===== src/rtl/fork_reader.sv =====
// rtl/fork_reader.sv - buffered channel reader fanning words out to NUM_PORTS consumers
// Define FORK_BROADCAST_EN to deliver every word to all consumers instead of round-robin.
module fork_reader #(
  parameter int WIDTH     = 32,
  parameter int NUM_PORTS = 2,
  parameter int DEPTH     = 4
) (
  input  logic                       clk,
  input  logic                       reset,
  input  logic [WIDTH-1:0]           channel_read_data,
  input  logic                       channel_read_valid,
  output logic                       channel_read_request,
  input  logic [NUM_PORTS-1:0]       p_read_request,
  output logic [NUM_PORTS-1:0]       p_read_valid,
  output logic [NUM_PORTS*WIDTH-1:0] p_read_data
);

  localparam int AW = $clog2(DEPTH);
  localparam int CW = AW + 1;

  logic [WIDTH-1:0]     mem_q [DEPTH];
  logic [AW-1:0]        wr_ptr_q, wr_ptr_d;
  logic [AW-1:0]        rd_ptr_q, rd_ptr_d;
  logic [CW-1:0]        count_q, count_d;
  logic                 not_empty;
  logic                 enq;
  logic                 deq;
  logic [NUM_PORTS-1:0] valid;
  logic [WIDTH-1:0]     head;

  // Outputs are forced idle while reset is held, even if words were buffered.
  assign not_empty            = (count_q != '0) && !reset;
  assign channel_read_request = reset || (count_q != CW'(DEPTH));
  assign enq                  = channel_read_valid && (count_q != CW'(DEPTH));
  assign head                 = not_empty ? mem_q[rd_ptr_q] : '0;
  assign p_read_data          = {NUM_PORTS{head}};
  assign p_read_valid         = valid;

`ifdef FORK_BROADCAST_EN
  logic [NUM_PORTS-1:0] delivered_q, delivered_d;

  always_comb begin
    valid       = not_empty ? (p_read_request & ~delivered_q) : '0;
    deq         = not_empty && (&(delivered_q | valid));
    delivered_d = deq ? '0 : (delivered_q | valid);
  end

  always_ff @(posedge clk) begin
    if (reset) begin
      delivered_q <= '0;
    end else begin
      delivered_q <= delivered_d;
    end
  end
`else
  localparam int RW = (NUM_PORTS > 1) ? $clog2(NUM_PORTS) : 1;

  logic [RW-1:0] rr_q, rr_d;
  logic [RW-1:0] idx;

  // Search starts at rr so the port after the last winner has priority.
  always_comb begin
    valid = '0;
    deq   = 1'b0;
    rr_d  = rr_q;
    idx   = '0;
    for (int i = 0; i < NUM_PORTS; i++) begin
      idx = RW'((int'(rr_q) + i) % NUM_PORTS);
      if (not_empty && !deq && p_read_request[idx]) begin
        valid[idx] = 1'b1;
        deq        = 1'b1;
        rr_d       = RW'((int'(idx) + 1) % NUM_PORTS);
      end
    end
  end

  always_ff @(posedge clk) begin
    if (reset) begin
      rr_q <= '0;
    end else begin
      rr_q <= rr_d;
    end
  end
`endif

  always_comb begin
    wr_ptr_d = enq ? wr_ptr_q + AW'(1) : wr_ptr_q;
    rd_ptr_d = deq ? rd_ptr_q + AW'(1) : rd_ptr_q;
    count_d  = count_q + CW'(enq) - CW'(deq);
  end

  always_ff @(posedge clk) begin
    if (reset) begin
      wr_ptr_q <= '0;
      rd_ptr_q <= '0;
      count_q  <= '0;
    end else begin
      wr_ptr_q <= wr_ptr_d;
      rd_ptr_q <= rd_ptr_d;
      count_q  <= count_d;
    end
  end

  always_ff @(posedge clk) begin
    if (enq) begin
      mem_q[wr_ptr_q] <= channel_read_data;
    end
  end

endmodule


===== config.mk =====
export PLATFORM = sky130hd
export DESIGN_NAME = fork_reader
export DESIGN_NICKNAME = d
export VERILOG_FILES = /design/src/rtl/fork_reader.sv
export SDC_FILE = /design/constraint.sdc
export NUM_CORES = 1
export LEC_CHECK = 0
export BUFFER_PORTS_ARGS = -buffer_cell sky130_fd_sc_hd__clkbuf_2
export CAP_MARGIN = 0
export CORE_ASPECT_RATIO = 1.1
export CORE_MARGIN = 2
export CORE_UTILIZATION = 50
export CTS_CLUSTER_DIAMETER = 80
export DETAILED_ROUTE_END_ITERATION = 10
export PLACE_DENSITY = 0.85
export SYNTH_ARGS = -nofsm -noshare
export SYNTH_HDL_FRONTEND = slang
export SYNTH_SLANG_ARGS = --single-unit

===== constraint.sdc =====
create_clock -name clk -period 2.7 [get_ports clk]
set_input_delay 0.81 -clock clk [delete_from_list [all_inputs] [get_ports clk]]
set_output_delay 0.81 -clock clk [all_outputs]
set_load 0.005 [all_outputs]

==> summary.txt <==
Run status
  • Run status: completed

Drt
  • Drt total wl: 9610 um
  • Drt pass-1 iters: 5
  • Vias: 2,779
  • Initial DRC count: 156
  • DRC: 0
  • Drt via density: 5.08
  • Antenna viol nets, final: 0
  • DR WL/cell: 17.6 um

Global route
  • Total gr overflow: 0
  • Total Routing Usage GR: 0.162
  • Initial antenna violation count: 0
  • Pin count of the biggest net entering global routing: 35
  • First-pass GRT wire length: 14,600 um
  • Vias in the first global route: 2,821

Yosys
  • Cell variety after synth: 31
  • Async SR Flop Fraction: 0
  • Area leader, netlist: edfxtp_1
  • Top_reg_cell synth: edfxtp_1
  • Post-synth EDFFs: 128
  • Top cell type's share of synthesized area: 0.673
  • Post-Syn Nets: 336
  • Flops & latches, synth: 138
  • Seq/Total Area, Yosys: 0.708
  • Largest cells by area after synthesis: edfxtp_1, mux4_2, buf_4, dfxtp_1, nor2b_1
  • Mean Syn Cell Area: 19.5 um2
  • Mapped cell area: 5710 um2
  • Mapped Cells: 293
  • Synth Warn #: 0

Timing
  • Fmax achieved: 381 MHz
  • Measured slew at the worst slew-check pin: 378 ps
  • Final Skew: 11.4 ps
  • Max_slew headroom: 0.746
  • # setup viols final: 0
  • Max-slew violation count: 0
  • RSZ-0062 raised after global routing: no
  • Final worst slack: 77.1 ps
  • Final worst path period need: 2620 ps
  • TNS Setup: 0 ps
  • Final Hold Fails: 0
  • Period utilization: 0.971

Clock tree
  • Clock Path Buffers: 2
  • CTS sink cnt: 138
  • # H-tree levels: 4
  • CTS buffer count: 17
  • Clk_lat worst skew: 400 ps
  • CTS Root Cell: clkbuf_16
  • Clock transition at path regs: 50 ps
  • CTS tree: yes
  • Post-CTS setup buffers: 0

Floorplan
  • Starting Density: 0.519
  • # IOs: 104
  • Die Span X: 106 um
  • Row count: 40
  • Die ar.: 12,300 um2
  • Total core area: 11,000 um2
  • Die Y: 116 um

Pwr
  • Pwr/cell area: 1000 nW/um2
  • Cell Int Power: 0.00512 W
  • Combinational Power Share: 0.259
  • Sw frac: 0.252
  • P_leak: 2.50 nW
  • Clock power share: 0.343
  • Switching power: 0.00173 W
  • Worst vdd ir: 0.688 mV
  • Flop pwr share: 0.398

Cells and area
  • Post-Layout Cell Count: 547
  • P&R area growth vs syn: 19.8%
  • Nets: 430
  • Core Util, Final: 0.621
  • Post-route cell area: 6840 um2
  • FILL cells: 798
  • Ant diodes: 0
  • Ratio of cells with drive above 1 in the final layout: 0.480

Place
  • DPL Wire Length: 6140 um
  • GPL Wtd Cong: 0.709
  • Port bufs: 103
  • Placed Instance Area: 6200 um2
  • DP Worst Slack: 230 ps
  • # placed instances: 514

Worst setup path
  • WP data required: 1890 ps
  • Slowest-stage cell, CP: mux4_1
  • R2R Path Start: count_q[1]
  • WS Path Type: reg2out
  • CP max FO: 10
  • Crit path largest cell delay: 570 ps
  • Critical path, cell by cell: buf_12, mux4_1, nor2b_1, clkbuf_2
  • Nature of the critical path endpoint: primary output
  • CP arrival: 1810 ps
  • Critical path launch point type: flip-flop
  • Worst reg2reg path depth: 7

Run
  • Max-cap violations: 0

Worst hold path
  • HP Start: rr_q
  • Cell count of the worst hold path: 1
  • Worst min-delay path class: reg2reg
==> through the flow <==
step	total power, W	hold WS (ps)
global placement	0.00446	481
finish	0.00685	518
global route	0.00717	555
CTS	0.00687	517
detailed placement	0.00451	506
floorplan	0.00415	467
==> logic make-up (layout without fill, tap and decap cells) <==
family | Yosys count | in the layout | share of synthesized area
fa+ha+maj | 6 | 6 | 0.0145
mux | 36 | 36 | 0.135
simple gates | 55 | 55 | 0.0627
compound gates | 6 | 6 | 0.00942
buf+inv | 48 | 155 | 0.0638
flops | 138 | 138 | 0.708
xor+xnor | 4 | 4 | 0.00614
==> layout by cell type (no fill, tap or decap), types with 2 or more instances in the layout <==
cell type / instances
buf_4: 11
inv_1: 5
and2_2: 4
nor2_1: 10
bufinv_16: 4
clkinvlp_4: 4
nor2b_1: 31
mux2_1: 2
xnor2_1: 3
mux4_2: 31
clkinv_2: 2
nand2b_1: 3
clkbuf_16: 18
clkinv_1: 2
dfxtp_1: 8
clkbuf_2: 103
edfxtp_1: 128
ha_1: 5
nor2b_4: 4
buf_12: 2
clkbuf_1: 2
==> worst max-delay path, delay by kind of cell, from the launching register on <==
family                 cells  cell delay (ps)
DFF                        1              400
and+or+nand+nor            1              160
muxes                      1              570
buffers and inverters      2              280
==> metal layers <==
layer,track usage,part of all wire,vias to the layer above
met4,0.0605,0.011,0
met1,0.185,0.40,1396
met3,0.0433,0.053,11
li1,-,-,1286
met5,0,0,-
met2,0.294,0.53,86
==> power by group through the flow <==
stage | logic [W] | registers, W | clock network [W]
2_1_floorplan | 0.00143 | 0.00272 | 0
3_5_place_dp | 0.00176 | 0.00275 | 0
4_1_cts | 0.00177 | 0.00271 | 0.00238
5_1_grt | 0.00196 | 0.00274 | 0.00247
6_report | 0.00177 | 0.00272 | 0.00235
3_3_place_gp | 0.00173 | 0.00273 | 0
==> cell usage after synthesis, types with 4 or more instances <==
cell type,count
edfxtp_1,128
buf_4,32
nor2b_1,31
mux4_2,30
dfxtp_1,10
nor2_1,10
buf_2,6
ha_1,5
inv_1,5
and2_1,4
nor2b_4,4
==> sequential cells by signal, indices dropped and copies added, names as in the netlist, named ones only <==
name / cells
count_q: 3
mem_q: 128
rd_ptr_q: 2
rr_q: 1
wr_ptr_q: 2
==> cell type report <==
class / count / area (um2) / share of cell area
inverters: 5 / 18.8 / 0.00274
multi-input cells: 107 / 1300 / 0.190
clock buffers: 19 / 433 / 0.0633
repair buffers: 118 / 678 / 0.0991
flip-flops and latches: 138 / 4050 / 0.592
clock inverters: 13 / 176 / 0.0258
well taps: 147 / 184 / 0.0269
==> final timing paths <==
kind	to	slack, ps
min reg2reg	rr_q	520
max	p_read_data[32]	80
max reg2reg	count_q[2]	750
min	rr_q	520
==> what timing repair did <==
| action | CTS | global route |
|---|---|---|
| setup endpoints to repair | 1 | 4 |
| hold endpoints to repair | 0 | 0 |
| gates cloned | 0 | 1 |
| resized for setup | 1 | 3 |
| hold buffers | 0 | 0 |
(Power assumes the default switching activity.)
